[config.mk]
export PLATFORM = sky130hd
export DESIGN_NAME = fwd_hazard_ctrl
export DESIGN_NICKNAME = d
export VERILOG_FILES = /design/src/rtl/fwd_hazard_ctrl.sv
export SDC_FILE = /design/constraint.sdc
export NUM_CORES = 1
export LEC_CHECK = 0
export ABC_AREA = 1
export BUFFER_PORTS_ARGS = -buffer_cell sky130_fd_sc_hd__buf_2
export CORE_MARGIN = 1.5
export CORE_UTILIZATION = 35
export CTS_CLUSTER_DIAMETER = 150
export DETAILED_ROUTE_END_ITERATION = 8
export HOLD_SLACK_MARGIN = 0.03
export MAX_ROUTING_LAYER = met4
export PLACE_DENSITY = 0.6
export SLEW_MARGIN = 20
export SYNTH_ARGS = -nofsm -noshare
export SYNTH_HDL_FRONTEND = slang
export SYNTH_SLANG_ARGS = --single-unit
[constraint.sdc]
create_clock -name clk -period 2.7 [get_ports clk]
set_clock_uncertainty 0.05 [all_clocks]
set_input_delay 0.54 -clock clk [delete_from_list [all_inputs] [get_ports clk]]
set_output_delay 0.54 -clock clk [all_outputs]
set_load 0.005 [all_outputs]
[src/rtl/fwd_hazard_ctrl.sv]
// EX-stage operand forwarding selects and load-use stall control for a 5-stage pipeline.
// A shadow EX/MEM/WB pipeline of register addresses and control bits drives every decision.
module fwd_hazard_ctrl #(
    parameter int unsigned REG_AW = 5,
    parameter int unsigned CNT_W  = 32
) (
    input  logic              clk,
    input  logic              reset,
    input  logic              id_valid,
    input  logic [REG_AW-1:0] id_rs1,
    input  logic [REG_AW-1:0] id_rs2,
    input  logic [REG_AW-1:0] id_rd,
    input  logic              id_reg_write,
    input  logic              id_mem_read,
    input  logic              id_flush,
    output logic [1:0]        fwd_a_sel,
    output logic [1:0]        fwd_b_sel,
    output logic              stall,
    output logic              pc_write,
    output logic              if_id_write,
    output logic [CNT_W-1:0]  stall_count
);

    localparam logic [1:0] SEL_RF  = 2'b00;
    localparam logic [1:0] SEL_WB  = 2'b01;
    localparam logic [1:0] SEL_MEM = 2'b10;

    logic [REG_AW-1:0] ex_rs1_q, ex_rs1_d;
    logic [REG_AW-1:0] ex_rs2_q, ex_rs2_d;
    logic [REG_AW-1:0] ex_rd_q, ex_rd_d;
    logic              ex_reg_write_q, ex_reg_write_d;
    logic              ex_mem_read_q, ex_mem_read_d;
    logic [REG_AW-1:0] mem_rd_q, mem_rd_d;
    logic              mem_reg_write_q, mem_reg_write_d;
    logic [REG_AW-1:0] wb_rd_q, wb_rd_d;
    logic              wb_reg_write_q, wb_reg_write_d;
    logic [CNT_W-1:0]  stall_count_q, stall_count_d;

    logic raw_stall;
    logic ex_load;

    // MEM beats WB so the youngest producer wins; x0 is never forwarded.
    function automatic logic [1:0] fwd_sel(input logic [REG_AW-1:0] rs);
        logic [1:0] sel;
        sel = SEL_RF;
        if (mem_reg_write_q && (mem_rd_q != '0) && (mem_rd_q == rs)) begin
            sel = SEL_MEM;
        end else if (wb_reg_write_q && (wb_rd_q != '0) && (wb_rd_q == rs)) begin
            sel = SEL_WB;
        end
        return sel;
    endfunction

    always_comb begin
        raw_stall = id_valid && ex_mem_read_q && (ex_rd_q != '0) &&
                    ((ex_rd_q == id_rs1) || (ex_rd_q == id_rs2));
        // A squashed instruction has no hazard to wait on.
        stall       = raw_stall && !id_flush;
        pc_write    = !stall;
        if_id_write = !stall;
        fwd_a_sel   = fwd_sel(ex_rs1_q);
        fwd_b_sel   = fwd_sel(ex_rs2_q);
        stall_count = stall_count_q;
    end

    always_comb begin
        ex_load         = id_valid && !stall && !id_flush;
        ex_rs1_d        = '0;
        ex_rs2_d        = '0;
        ex_rd_d         = '0;
        ex_reg_write_d  = 1'b0;
        ex_mem_read_d   = 1'b0;
        mem_rd_d        = ex_rd_q;
        mem_reg_write_d = ex_reg_write_q;
        wb_rd_d         = mem_rd_q;
        wb_reg_write_d  = mem_reg_write_q;
        stall_count_d   = stall_count_q;
        if (ex_load) begin
            ex_rs1_d       = id_rs1;
            ex_rs2_d       = id_rs2;
            ex_rd_d        = id_rd;
            ex_reg_write_d = id_reg_write;
            ex_mem_read_d  = id_mem_read;
        end
        if (stall && (stall_count_q != '1)) begin
            stall_count_d = stall_count_q + CNT_W'(1);
        end
    end

    always_ff @(posedge clk or posedge reset) begin
        if (reset) begin
            ex_rs1_q        <= '0;
            ex_rs2_q        <= '0;
            ex_rd_q         <= '0;
            ex_reg_write_q  <= 1'b0;
            ex_mem_read_q   <= 1'b0;
            mem_rd_q        <= '0;
            mem_reg_write_q <= 1'b0;
            wb_rd_q         <= '0;
            wb_reg_write_q  <= 1'b0;
            stall_count_q   <= '0;
        end else begin
            ex_rs1_q        <= ex_rs1_d;
            ex_rs2_q        <= ex_rs2_d;
            ex_rd_q         <= ex_rd_d;
            ex_reg_write_q  <= ex_reg_write_d;
            ex_mem_read_q   <= ex_mem_read_d;
            mem_rd_q        <= mem_rd_d;
            mem_reg_write_q <= mem_reg_write_d;
            wb_rd_q         <= wb_rd_d;
            wb_reg_write_q  <= wb_reg_write_d;
            stall_count_q   <= stall_count_d;
        end
    end

endmodule
Word level (Yosys, flattened, before mapping) --
Index checks and enable logic that the tools add are counted. Widths: inputs -> output; s select.
Word-level totals: register bits 61, bits of input ports 21, output and inout port bits 39, logic and storage cells 46
Operators by class: add/sub/neg operators 1, equality and inequality tests 7, multiplexer cells 9, reductions and logical operators 19
Operators with widths (number):
- $add 32x1->32 const B | 1
- $ne 32x32->1 const B | 1
- $eq 5x5->1 | 6
- $mux 5 | 3
- $reduce_bool 5->1 | 3
- $logic_and 1x1->1 | 13
- $mux 1 | 4
- $mux 2 | 2
- $logic_not 1->1 | 2
- $logic_or 1x1->1 | 1

Longest topological paths before layout --
Gate-level depths: netlist of the first run.
word-level depth 8, mapped depth 10, depth with buffers taken out 10

Worst setup path before layout of the first run --
OpenSTA, ideal clock, no wires.
path type input -> output, start in id_rs2[3], end out stall, arrival time 1.271 ns, required time 2.110 ns, path slack 0.839 ns, stages 7, path buffers 1, cells stage by stage inv_1 > nand2_1 > nand2_1 > nor2_1 > nand3_1 > a21oi_2 > buf_2
On the way: word-level cells in the longest chain between the ends 4
Ends and longest elaborated chain:
- start, declared | RTL line 11 | input logic [REG_AW-1:0] id_rs2,
- $eq 5x5->1 | RTL line 56 | ((ex_rd_q == id_rs1) || (ex_rd_q == id_rs2));
- $logic_or 1x1->1 | RTL line 56
- $logic_and 1x1->1 | RTL line 55 | raw_stall = id_valid && ex_mem_read_q && (ex_rd_q != '0) &&
- $logic_and 1x1->1 | RTL line 58 | stall = raw_stall && !id_flush;
- end, declared | RTL line 18 | output logic stall,
No other way between the ends.

Final worst setup path of the first run --
start reg ex_rd_q[0], end out pc_write
On the way: word-level cells in the longest chain between the ends 5, elaborated cells between the ends (all ways) 8, those cells by class 2 x eq/ne; 6 x reduce/logical
Ends and longest elaborated chain:
- start, declared | RTL line 30 | logic [REG_AW-1:0] ex_rd_q, ex_rd_d;
- start signal, assigned | RTL line 105 | ex_rd_q <= ex_rd_d;
- $eq 5x5->1 or $reduce_bool 5->1 (tied branches) | RTL line 56, 55
- $logic_or 1x1->1 or $logic_and 1x1->1 (tied branches) | RTL line 56, 55
- $logic_and 1x1->1 * | RTL line 55
- $logic_and 1x1->1 * | RTL line 58
- $logic_not 1->1 * | RTL line 59 | pc_write = !stall;
- end, declared | RTL line 19 | output logic pc_write,
Mark *: on every way between the ends. The rest lies on a longest branch, timed or not.

==> results.md, run 1 <==
| Metric | Value | Unit |
| --- | --- | --- |
| Global-route wire length before repair | 14.0 | mm |
| Met2 WL | 3.92 | mm |
| Pwr/cell area | 456 | nW/µm² |
| Final HPWL from detailed placement | 6.32 | mm |
| Combined global-route utilization of all metal layers | 0.179 | - |
| Initial antenna violation count | 0 | - |
| Top-level port count | 60 | - |
| Number of pins exceeding their max-slew limit in the final report | 0 | - |
| Element type at the critical path end | output pin | - |
| Area fraction in compound gates after synthesis | 0.00532 | - |
| Post-synth top flop | sky130_fd_sc_hd__dfrtp_1 | - |
| Final hold violations | 0 | - |
| Slew @ Worst Pin | 0.752 | ns |
| Fraction of the mapped netlist area in adder cells | 0.00354 | - |
| Antenna-violating nets left | 0 | - |
| VDD IR-drop max | 207 | µV |
| Number of distinct library cell variants in the gate-level netlist after synthesis | 26 | - |
| Sequential-to-total area share from yosys stat | 0.432 | - |
| Gate power share | 0.056 | - |
| Clock tree from TritonCTS | built | - |
| Final antenna diode count | 0 | - |
| Starting density of the core | 0.361 | - |
| Layout cell share with drive strength beyond 1 | 0.173 | - |
| Wire length on met3 | 460 | µm |
| Die height | 103 | µm |
| TritonRoute pass-1 iters | 5 | - |
| Crit Path Category | reg2out | - |
| GRT overflow | 0 | - |
| Number of I/O port buffers | 59 | - |
| Resized cells post-CTS | 0 | - |
| DRC errors left | 0 | - |
| Vias post-DR | 3,140 | - |
| Switching power as a share of total power | 0.253 | - |
| Detailed router's first-iteration violation count | 115 | - |
| CP Data Required Time | 2.11 | ns |
| Die width | 103 | µm |
| Synth Area in XOR/XNOR | 0.0943 | - |
| Setup bufs post-CTS | 0 | - |
| Final worst-path cycle share | 0.818 | - |
| Clock-pin slew on the worst setup and hold paths | 0.07 | ns |
| Sum of routed wire segments on met1 | 4.06 | mm |
| Number of flip-flops and latches in the synthesized netlist | 61 | - |
| Cell leakage power | 2.26 | nW |
| Area share of and/or/nand/nor cells after synthesis | 0.402 | - |
| Average cell area after synthesis | 7.42 | µm² |
| Setup violators final | 0 | - |
| Part of the power in registers | 0.503 | - |
| Clk network pwr share | 0.441 | - |
| Post-layout min period | 2.21 | ns |
| Main combinational cell family by area after synthesis | simple AND/OR/NAND/NOR gates | - |
| Fin worst setup slack | 0.492 | ns |
| Highest attainable clock frequency | 0.453 | GHz |
| Clock latency on the worst-skew pair | 0.35 | ns |
| Cell at the root of the clock tree | sky130_fd_sc_hd__clkbuf_8 | - |
| Average wire per cell in the routed design | 12.7 | µm |
| Number of rows in the core area | 36 | - |
| Sink Count | 61 | - |
| Outcome | complete, no violations | - |
| WP data arrival | 1.62 | ns |
| Net count after synthesis | 498 | - |
| Number of enable flip-flop cells after synthesis | 0 | - |
| Count of maximum capacitance violations | 0 | - |
| Total of hold buffers inserted after clock tree synthesis | 0 | - |
| Count of synthesis-stage warnings from yosys | 0 | - |
| Die ar. | 10,700 | µm² |
| Maximum fanout count along the critical path | 6 | - |
| Placer congestion estimate | 0.905 | - |
| Average via count per standard cell | 4.64 | - |
| Switching component of the power | 479 | µW |
| Number of clock buffers inserted by TritonCTS | 9 | - |
| Fraction of registers with async set or reset after synthesis | 1.00 | - |
| Cells after Synth | 476 | - |
| Relative area change from synthesis to final layout | 17.3 | % |
| Drt total wl | 8.57 | mm |
| NumNets Final | 560 | - |
| Final sum of negative setup slack | 0 | ns |
| Mux share of post-synthesis cell area | 0 | - |
| Classification of the worst-slack hold path | reg2reg | - |
| Synthesized area | 3530 | µm² |
| Startpoint type of the worst setup path | flip-flop | - |
| Pin count of the biggest net entering global routing | 62 | - |
| Highest signal layer in the routed design | met4 | - |
| Number of H-tree levels | 3 | - |
| Internal cell power | 1.41 | mW |
| Clock Path Buffers | 2 | - |
| Via count of the first global-routing pass | 2,884 | - |
| Worst-case setup slack after placement | 0.672 | ns |
| Core area | 9770 | µm² |
| Worst-case headroom to the max-slew limit | 0.498 | - |
| Setup repair after global routing missed its margin | no | - |
## metrics by stage
step | area (µm²) | total power, mW | util | hold WS, ns | cells
detailed placement | 3940 | 1.08 | 0.403 | 0.294 | 660
global route | 4140 | 1.98 | 0.424 | 0.330 | 676
CTS | 4140 | 1.92 | 0.424 | 0.311 | 676
floorplan | 3530 | 1.04 | - | 0.281 | 476
global placement | 3940 | 1.07 | 0.403 | 0.282 | 660
finish | 4140 | 1.89 | 0.424 | 0.309 | 676
## metal layers
| metal | vias to the layer above | global-route usage |
|---|---|---|
| met5 | - | - |
| met4 | 0 | 0.0686 |
| met3 | 9 | 0.0349 |
| met2 | 70 | 0.270 |
| met1 | 1457 | 0.237 |
| li1 | 1604 | - |
## worst max-delay path: stages (launching register included)
cell and delay [ns]:
sky130_fd_sc_hd__dfrtp_1 0.46, sky130_fd_sc_hd__nand2_1 0.09, sky130_fd_sc_hd__inv_1 0.06, sky130_fd_sc_hd__nor2_1 0.03, sky130_fd_sc_hd__nor2_1 0.10, sky130_fd_sc_hd__nand3_1 0.13, sky130_fd_sc_hd__nand2_2 0.15, sky130_fd_sc_hd__nand2_1 0.11
sky130_fd_sc_hd__buf_2 0.14
## power by group through the flow
stage | sequential [mW] | combinational [mW] | clock (mW)
finish | 0.951 | 0.107 | 0.832
global route | 0.954 | 0.123 | 0.908
CTS | 0.951 | 0.109 | 0.863
global placement | 0.968 | 0.107 | 0
detailed placement | 0.969 | 0.109 | 0
floorplan | 0.964 | 0.0724 | 0
## cells in the mapped netlist (all sizes together) (2+ instances only)
cell,instances,share of area
nor2,77,0.090
nand3,40,0.067
o21ai,2,0.0028
nand3b,14,0.030
xnor2,16,0.040
nor3,3,0.0043
xor2,22,0.055
nor4,2,0.0035
inv,38,0.040
nand4,6,0.011
dfrtp,61,0.43
nand2,181,0.20
buf,11,0.022
## flip-flops by register name (all words and copies together) (netlist names)
name,count
ex_rs1_q,5
ex_mem_read_q,1
stall_count,32
wb_reg_write_q,1
ex_rd_q,5
ex_rs2_q,5
ex_reg_write_q,1
wb_rd_q,5
mem_rd_q,5
mem_reg_write_q,1
## kinds of logic after synthesis
family          after synthesis
flops                        61
buf+inv                      49
simple gates                324
fa+ha+maj                     1
xor+xnor                     38
compound gates                3
## cell type report
type	instances	area, µm²
well taps	133	166
fillers	1010	5630
clock buffers	9	124
repair buffers	62	318
inverters	38	143
multi-input cells	366	1780
flip-flops and latches	61	1530
clock inverters	7	81.3
## cell usage in the layout (no fill, tap or decap), types with 5 or more instances in the layout
master | Yosys | final
sky130_fd_sc_hd__clkbuf_8 | 0 | 9
sky130_fd_sc_hd__xor2_1 | 22 | 22
sky130_fd_sc_hd__nor2_1 | 73 | 73
sky130_fd_sc_hd__nand2_1 | 179 | 179
sky130_fd_sc_hd__nand3_1 | 36 | 36
sky130_fd_sc_hd__nand4_1 | 6 | 6
sky130_fd_sc_hd__inv_2 | 4 | 5
sky130_fd_sc_hd__nand3b_1 | 14 | 14
sky130_fd_sc_hd__xnor2_1 | 16 | 16
sky130_fd_sc_hd__inv_1 | 34 | 33
sky130_fd_sc_hd__dfrtp_1 | 61 | 61
sky130_fd_sc_hd__buf_2 | 6 | 59
## final timing paths
path | cells past startpoint | slack, ns | start | to
max in group asynchronous | 3 | 1.75 | reset | stall_count[13]$_DFFE_PP0P_
max | 8 | 0.49 | ex_rd_q[0]$_DFF_PP0_ | pc_write
max reg2reg | 9 | 0.72 | stall_count[0]$_DFFE_PP0P_ | stall_count[0]$_DFFE_PP0P_
min reg2reg | 0 | 0.31 | ex_reg_write_q$_DFF_PP0_ | mem_reg_write_q$_DFF_PP0_
min | 0 | 0.31 | ex_reg_write_q$_DFF_PP0_ | mem_reg_write_q$_DFF_PP0_
min in group asynchronous | 3 | 0.36 | reset | stall_count[5]$_DFFE_PP0P_
No activity file was read; power rests on OpenSTA's default activity.
==> run 2: changes to the inputs <==
Clock period 2.7 ns to 2.1 ns, I/O delays scaled along.
==> run 2 against run 1 <==
Compared with the run above:
- final area grew 4.2%
- core utilization up 1.8 points
- cell count is 2.5% higher
- hold slack worse by 0.088 ns
- worst setup slack worse by 0.45 ns
- global-route usage increased by 0.21 points
- via count up 2.0%
- non-clock buffer count up 17
==> results.md, run 2 (synthesis results as in run 1) <==
| Metric | Value | Unit |
| --- | --- | --- |
| Setup violators final | 0 | - |
| Starting density of the core | 0.361 | - |
| Number of rows in the core area | 36 | - |
| Number of I/O port buffers | 59 | - |
| Cell at the root of the clock tree | sky130_fd_sc_hd__clkbuf_8 | - |
| Layout cell share with drive strength beyond 1 | 0.221 | - |
| Die height | 103 | µm |
| TritonRoute pass-1 iters | 4 | - |
| Core area | 9770 | µm² |
| Met3 track demand over resource in global routing | 0.0276 | - |
| Clock Path Buffers | 2 | - |
| Post-route cell area | 4320 | µm² |
| Sink Count | 61 | - |
| Reg-to-reg startpoint | stall_count[0]$_DFFE_PP0P_ | - |
| Vias post-DR | 3,202 | - |
| Initial antenna violation count | 0 | - |
| Average via count per standard cell | 4.62 | - |
| Placer congestion estimate | 0.887 | - |
| Global routing usage on met2 | 0.278 | - |
| WP data arrival | 1.59 | ns |
| Pwr/cell area | 547 | nW/µm² |
| Final antenna diode count | 0 | - |
| Cell count of the worst hold path | 3 | - |
| Terminating pin of the worst hold path | ex_rd_q[1]$_DFF_PP0_ | - |
| Most common cell after layout, fill and taps aside | sky130_fd_sc_hd__nand2_1 | - |
| DRC errors left | 0 | - |
| Worst-case headroom to the max-slew limit | 0.720 | - |
| Via count of the first global-routing pass | 3,052 | - |
| Cell leakage power | 2.34 | nW |
| Leading cell types in the layout, fill and taps excluded | sky130_fd_sc_hd__nand2_1, sky130_fd_sc_hd__nor2_1, sky130_fd_sc_hd__buf_2, sky130_fd_sc_hd__dfrtp_1, sky130_fd_sc_hd__nand3_1 | - |
| Number of clock buffers inserted by TritonCTS | 9 | - |
| Top-level port count | 60 | - |
| Average wire per cell in the routed design | 12.7 | µm |
| Placement-stage cell area | 4010 | µm² |
| Combined global-route utilization of all metal layers | 0.181 | - |
| VDD IR-drop max | 282 | µV |
| Post-layout min period | 2.06 | ns |
| NumNets Final | 577 | - |
| Worst r2r dst | stall_count[13]$_DFFE_PP0P_ | - |
| Clock-pin slew on the worst setup and hold paths | 0.07 | ns |
| Pin count of the biggest net entering global routing | 32 | - |
| Count of maximum capacitance violations | 0 | - |
| Clock tree from TritonCTS | built | - |
| Filler Cells Inserted | 997 | - |
| Number of pins exceeding their max-slew limit in the final report | 0 | - |
| Final worst-path cycle share | 0.980 | - |
| Maximum fanout count along the critical path | 5 | - |
| Crit Path Category | reg2out | - |
| Highest attainable clock frequency | 0.486 | GHz |
| Relative area change from synthesis to final layout | 22.3 | % |
| Clock latency on the worst-skew pair | 0.35 | ns |
| CP Data Required Time | 1.63 | ns |
| Classification of the worst-slack hold path | in2reg | - |
| Drt total wl | 8.80 | mm |
| Outcome | complete, no violations | - |
| Number of flip-flops in the largest register | 32 | - |
| Slew @ Worst Pin | 0.417 | ns |
| Fraction of met1 tracks used by global routing | 0.231 | - |
| Startpoint type of the worst setup path | flip-flop | - |
| Antenna-violating nets left | 0 | - |
| Final hold violations | 0 | - |
| Detailed router's first-iteration violation count | 120 | - |
| Depth of the worst register-to-register path | 9 | - |
| Busiest layer in global routing | met2 | - |
| Setup repair after global routing missed its margin | yes | - |
| Final HPWL from detailed placement | 6.80 | mm |
| GRT overflow | 0 | - |
| Hold path startpoint | id_rd[1] | - |
| Element type at the critical path end | output pin | - |
| Global-route wire length before repair | 14.2 | mm |
| Slack of the worst reg-to-reg path | 0.21 | ns |
| Utilization after layout | 0.442 | - |
| Number of H-tree levels | 3 | - |
| Die ar. | 10,700 | µm² |
| Die width | 103 | µm |
[run 2: cell count changes in the layout (fill, tap and decap cells not counted), moves of 2 or more]
cell                      previous run  this run
sky130_fd_sc_hd__dfrtp_2             0         4
sky130_fd_sc_hd__nand2_2             1         3
sky130_fd_sc_hd__nand2_1           179       177
sky130_fd_sc_hd__xnor2_1            16        14
sky130_fd_sc_hd__dfrtp_1            61        57
sky130_fd_sc_hd__nor4_1              2         0
sky130_fd_sc_hd__buf_4               3        19
sky130_fd_sc_hd__xnor2_2             0         2
[run 2: metal layers]
layer	vias up	wire length, µm
met5	-	0
li1	1634	-
met3	18	350
met1	1477	4130
met4	0	232
met2	73	4080
[run 2: repair_timing]
action,in CTS,in global routing
resized for setup,2,15
setup buffers,1,5
hold endpoints to repair,17,0
endpoints found under the setup margin,6,7
hold buffers,1,0
pin swaps,0,12
[run 2: cell type report]
type,count,area [µm²],area share
Inverter,38,143,0.0330
Tap cell,133,166,0.0386
Clock buffer,10,138,0.0319
Timing Repair Buffer,79,448,0.104
Clock inverter,6,47.5,0.0110
Sequential cell,61,1530,0.355
Multi-Input combinational cell,366,1840,0.427
[run 2: worst max-delay path, cell delays in order (launching register included)]
cell                      delay (ns)
sky130_fd_sc_hd__dfrtp_2        0.45
sky130_fd_sc_hd__xor2_1         0.15
sky130_fd_sc_hd__nor2_1         0.13
sky130_fd_sc_hd__nand3_2        0.14
sky130_fd_sc_hd__a21oi_4        0.23
sky130_fd_sc_hd__buf_2          0.15
[run 2: stage by stage]
| stage | total power, mW | TNS, ns | instances | hold slack, ns | setup WS, ns |
|---|---|---|---|---|---|
| after floorplan | 1.33 | 0 | 476 | 0.281 | 0.117 |
| after global placement | 1.38 | 0 | 670 | 0.286 | 0.255 |
| after detailed placement | 1.39 | 0 | 670 | 0.299 | 0.187 |
| after CTS | 2.38 | -0.0401 | 688 | 0.207 | -0.0401 |
| after global routing | 2.47 | -0.0400 | 693 | 0.230 | -0.0306 |
| final | 2.36 | 0 | 693 | 0.221 | 0.0426 |
[run 2: worst max-delay path by stage]
stage | start | depth (start not counted) | to
6_report | ex_rd_q[1]$_DFF_PP0_ | 5 | stall
5_1_grt | ex_rd_q[1]$_DFF_PP0_ | 5 | stall
4_1_cts | ex_rd_q[0]$_DFF_PP0_ | 6 | stall
3_5_place_dp | stall_count[0]$_DFFE_PP0P_ | 9 | stall_count[13]$_DFFE_PP0P_
3_3_place_gp | stall_count[1]$_DFFE_PP0P_ | 9 | stall_count[27]$_DFFE_PP0P_
2_1_floorplan | reset | 1 | ex_mem_read_q$_DFF_PP0_
[run 2: power by group]
group          internal [mW]  total [mW]  leakage (nW)  switching [mW]
Sequential              1.20        1.22         0.831          0.0258
Clock                  0.467       0.979        0.0928           0.512
Combinational         0.0677       0.159          1.42          0.0916
==> run 3: changes to the inputs <==
Settings changed: CTS_CLUSTER_DIAMETER 150 to unset.
Clock period 2.1 ns to 2.67 ns, I/O delays scaled along.
==> run 3 against run 2 <==
Compared with the run above:
- sequential power shrank 21%
- register-to-register slack gained 0.51 ns
- cell count shrank 2.5%
- clock power shrank 12%
- sequential share of layout area grew 1.2 points
- global-route usage shrank 0.40 points
- non-clock buffer count shrank 17
- first-iteration DRC count grew 43%
- worst setup slack gained 0.44 ns
- combinational power shrank 31%
==> results.md, run 3 (synthesis results as in run 1) <==
| Metric | Value | Unit |
| --- | --- | --- |
| Largest delay share family, worst path | simple AND/OR/NAND/NOR gates | - |
| Number of pins exceeding their max-slew limit in the final report | 0 | - |
| Post-layout min period | 2.19 | ns |
| Vias post-DR | 3,101 | - |
| Leading cell types in the layout, fill and taps excluded | sky130_fd_sc_hd__nand2_1, sky130_fd_sc_hd__nor2_1, sky130_fd_sc_hd__dfrtp_1, sky130_fd_sc_hd__buf_2, sky130_fd_sc_hd__nand3_1 | - |
| Relative area change from synthesis to final layout | 17.8 | % |
| Final sum of negative setup slack | 0 | ns |
| Setup violators final | 0 | - |
| Clock Path Buffers | 2 | - |
| Average via count per standard cell | 4.59 | - |
| Clock-pin slew on the worst setup and hold paths | 0.08 | ns |
| Core area | 9770 | µm² |
| Final antenna diode count | 0 | - |
| Via count of the first global-routing pass | 2,935 | - |
| Initial antenna violation count | 0 | - |
| Filler Cells Inserted | 1,003 | - |
| CP Data Required Time | 2.09 | ns |
| Count of maximum capacitance violations | 0 | - |
| Number of I/O port buffers | 59 | - |
| Slew @ Worst Pin | 0.495 | ns |
| Pin count of the biggest net entering global routing | 62 | - |
| PnR Total Power | 1.93 | mW |
| TritonRoute pass-1 iters | 4 | - |
| NumNets Final | 560 | - |
| Crit Path Category | reg2out | - |
| Number of H-tree levels | 3 | - |
| DRC errors left | 0 | - |
| Average wire per cell in the routed design | 12.4 | µm |
| Final hold violations | 0 | - |
| Die ar. | 10,700 | µm² |
| Antenna-violating nets left | 0 | - |
| Placer congestion estimate | 0.906 | - |
| Depth of the worst register-to-register path | 9 | - |
| Setup bufs post-CTS | 0 | - |
| Total of hold buffers inserted after clock tree synthesis | 0 | - |
| Element type at the critical path end | output pin | - |
| Resized cells post-CTS | 0 | - |
| Cell leakage power | 2.26 | nW |
| Cells along the critical path | xor2_1 -> nor2_1 -> nand3_2 -> nand2_2 -> nand2_1 -> buf_2 | - |
| Cell at the root of the clock tree | sky130_fd_sc_hd__clkbuf_8 | - |
| Clock latency on the worst-skew pair | 0.36 | ns |
| Clock tree from TritonCTS | built | - |
| Largest stage delay on the critical path | 0.46 | ns |
| Die height | 103 | µm |
| Layout cell share with drive strength beyond 1 | 0.173 | - |
| VDD IR-drop max | 208 | µV |
| Combined global-route utilization of all metal layers | 0.177 | - |
| Startpoint type of the worst setup path | flip-flop | - |
| Number of flip-flops in the largest register | 32 | - |
| Reg-to-reg startpoint | stall_count[0]$_DFFE_PP0P_ | - |
| Slack of the worst reg-to-reg path | 0.72 | ns |
| Global-route wire length before repair | 13.9 | mm |
| Highest attainable clock frequency | 0.456 | GHz |
| Die width | 103 | µm |
| Starting density of the core | 0.361 | - |
| Setup repair after global routing missed its margin | no | - |
| GRT overflow | 0 | - |
| Number of clock buffers inserted by TritonCTS | 9 | - |
| Sink Count | 61 | - |
| Worst r2r dst | stall_count[18]$_DFFE_PP0P_ | - |
| Buffers plus inverters on the worst setup path | 1 | - |
| Pwr/cell area | 464 | nW/µm² |
| Maximum fanout count along the critical path | 5 | - |
| WP data arrival | 1.61 | ns |
| Classification of the worst-slack hold path | in2async | - |
| Final worst-path cycle share | 0.821 | - |
| Most common cell after layout, fill and taps aside | sky130_fd_sc_hd__nand2_1 | - |
| Final HPWL from detailed placement | 6.29 | mm |
| Worst-case headroom to the max-slew limit | 0.668 | - |
| Utilization after layout | 0.425 | - |
| Outcome | complete, no violations | - |
| Detailed router's first-iteration violation count | 172 | - |
| Number of rows in the core area | 36 | - |
| Drt total wl | 8.42 | mm |
| Top-level port count | 60 | - |
| Slowest stage cell on the critical path | sky130_fd_sc_hd__dfrtp_1 | - |
==> run 3: changes by cell type in the layout (fill, tap and decap cells not counted), sizes merged <==
cell         previous run  this run
buf                    78        62
clkinv                  4         2
clkinvlp                1         2
bufinv                  0         1
dlygate4sd3             1         0
==> run 3: how the worst max path moves through the flow <==
stage / cells past startpoint / slack (ns) / to / from
5_1_grt: 6 / 0.30 / fwd_a_sel[0] / mem_rd_q[1]$_DFF_PP0_
3_3_place_gp: 6 / 0.67 / stall / id_rs1[1]
3_5_place_dp: 8 / 0.67 / stall / id_rs2[1]
4_1_cts: 6 / 0.45 / stall / ex_rd_q[0]$_DFF_PP0_
2_1_floorplan: 1 / 0.57 / ex_mem_read_q$_DFF_PP0_ / reset
6_report: 6 / 0.48 / pc_write / ex_rd_q[1]$_DFF_PP0_
==> run 3: worst min-delay path, delay by kind of cell <==
kind / cells / cell delay, ns
buf+inv: 3 / 0.45
==> run 3: stage by stage <==
stage	instance area [µm²]	std cells	hold WS, ns	setup slack, ns
2_1_floorplan	3530	476	0.281	0.573
3_3_place_gp	3950	660	0.282	0.670
3_5_place_dp	3950	660	0.285	0.671
4_1_cts	4160	676	0.179	0.445
5_1_grt	4160	676	0.198	0.302
6_report	4160	676	0.184	0.478
==> run 3: report_power, final <==
part           internal, mW  leakage (nW)  switching [mW]
Clock                 0.462        0.0991           0.397
Sequential            0.942         0.837          0.0197
Combinational        0.0463          1.33          0.0639
==> run 3: layout make-up <==
cell class | instances | area, µm² | area share
Multi-Input combinational cell | 366 | 1780 | 0.429
Sequential cell | 61 | 1530 | 0.367
Timing Repair Buffer | 62 | 330 | 0.0794
Tap cell | 133 | 166 | 0.0400
Inverter | 38 | 143 | 0.0343
Clock buffer | 10 | 138 | 0.0331
Clock inverter | 6 | 71.3 | 0.0172
==> run 3: metal layers <==
metal	vias up	part of all wire	global-route usage
met2	64	0.45	0.254
met5	-	0	-
met4	0	0.019	0.0665
met1	1422	0.48	0.238
li1	1602	-	-
met3	13	0.060	0.0470
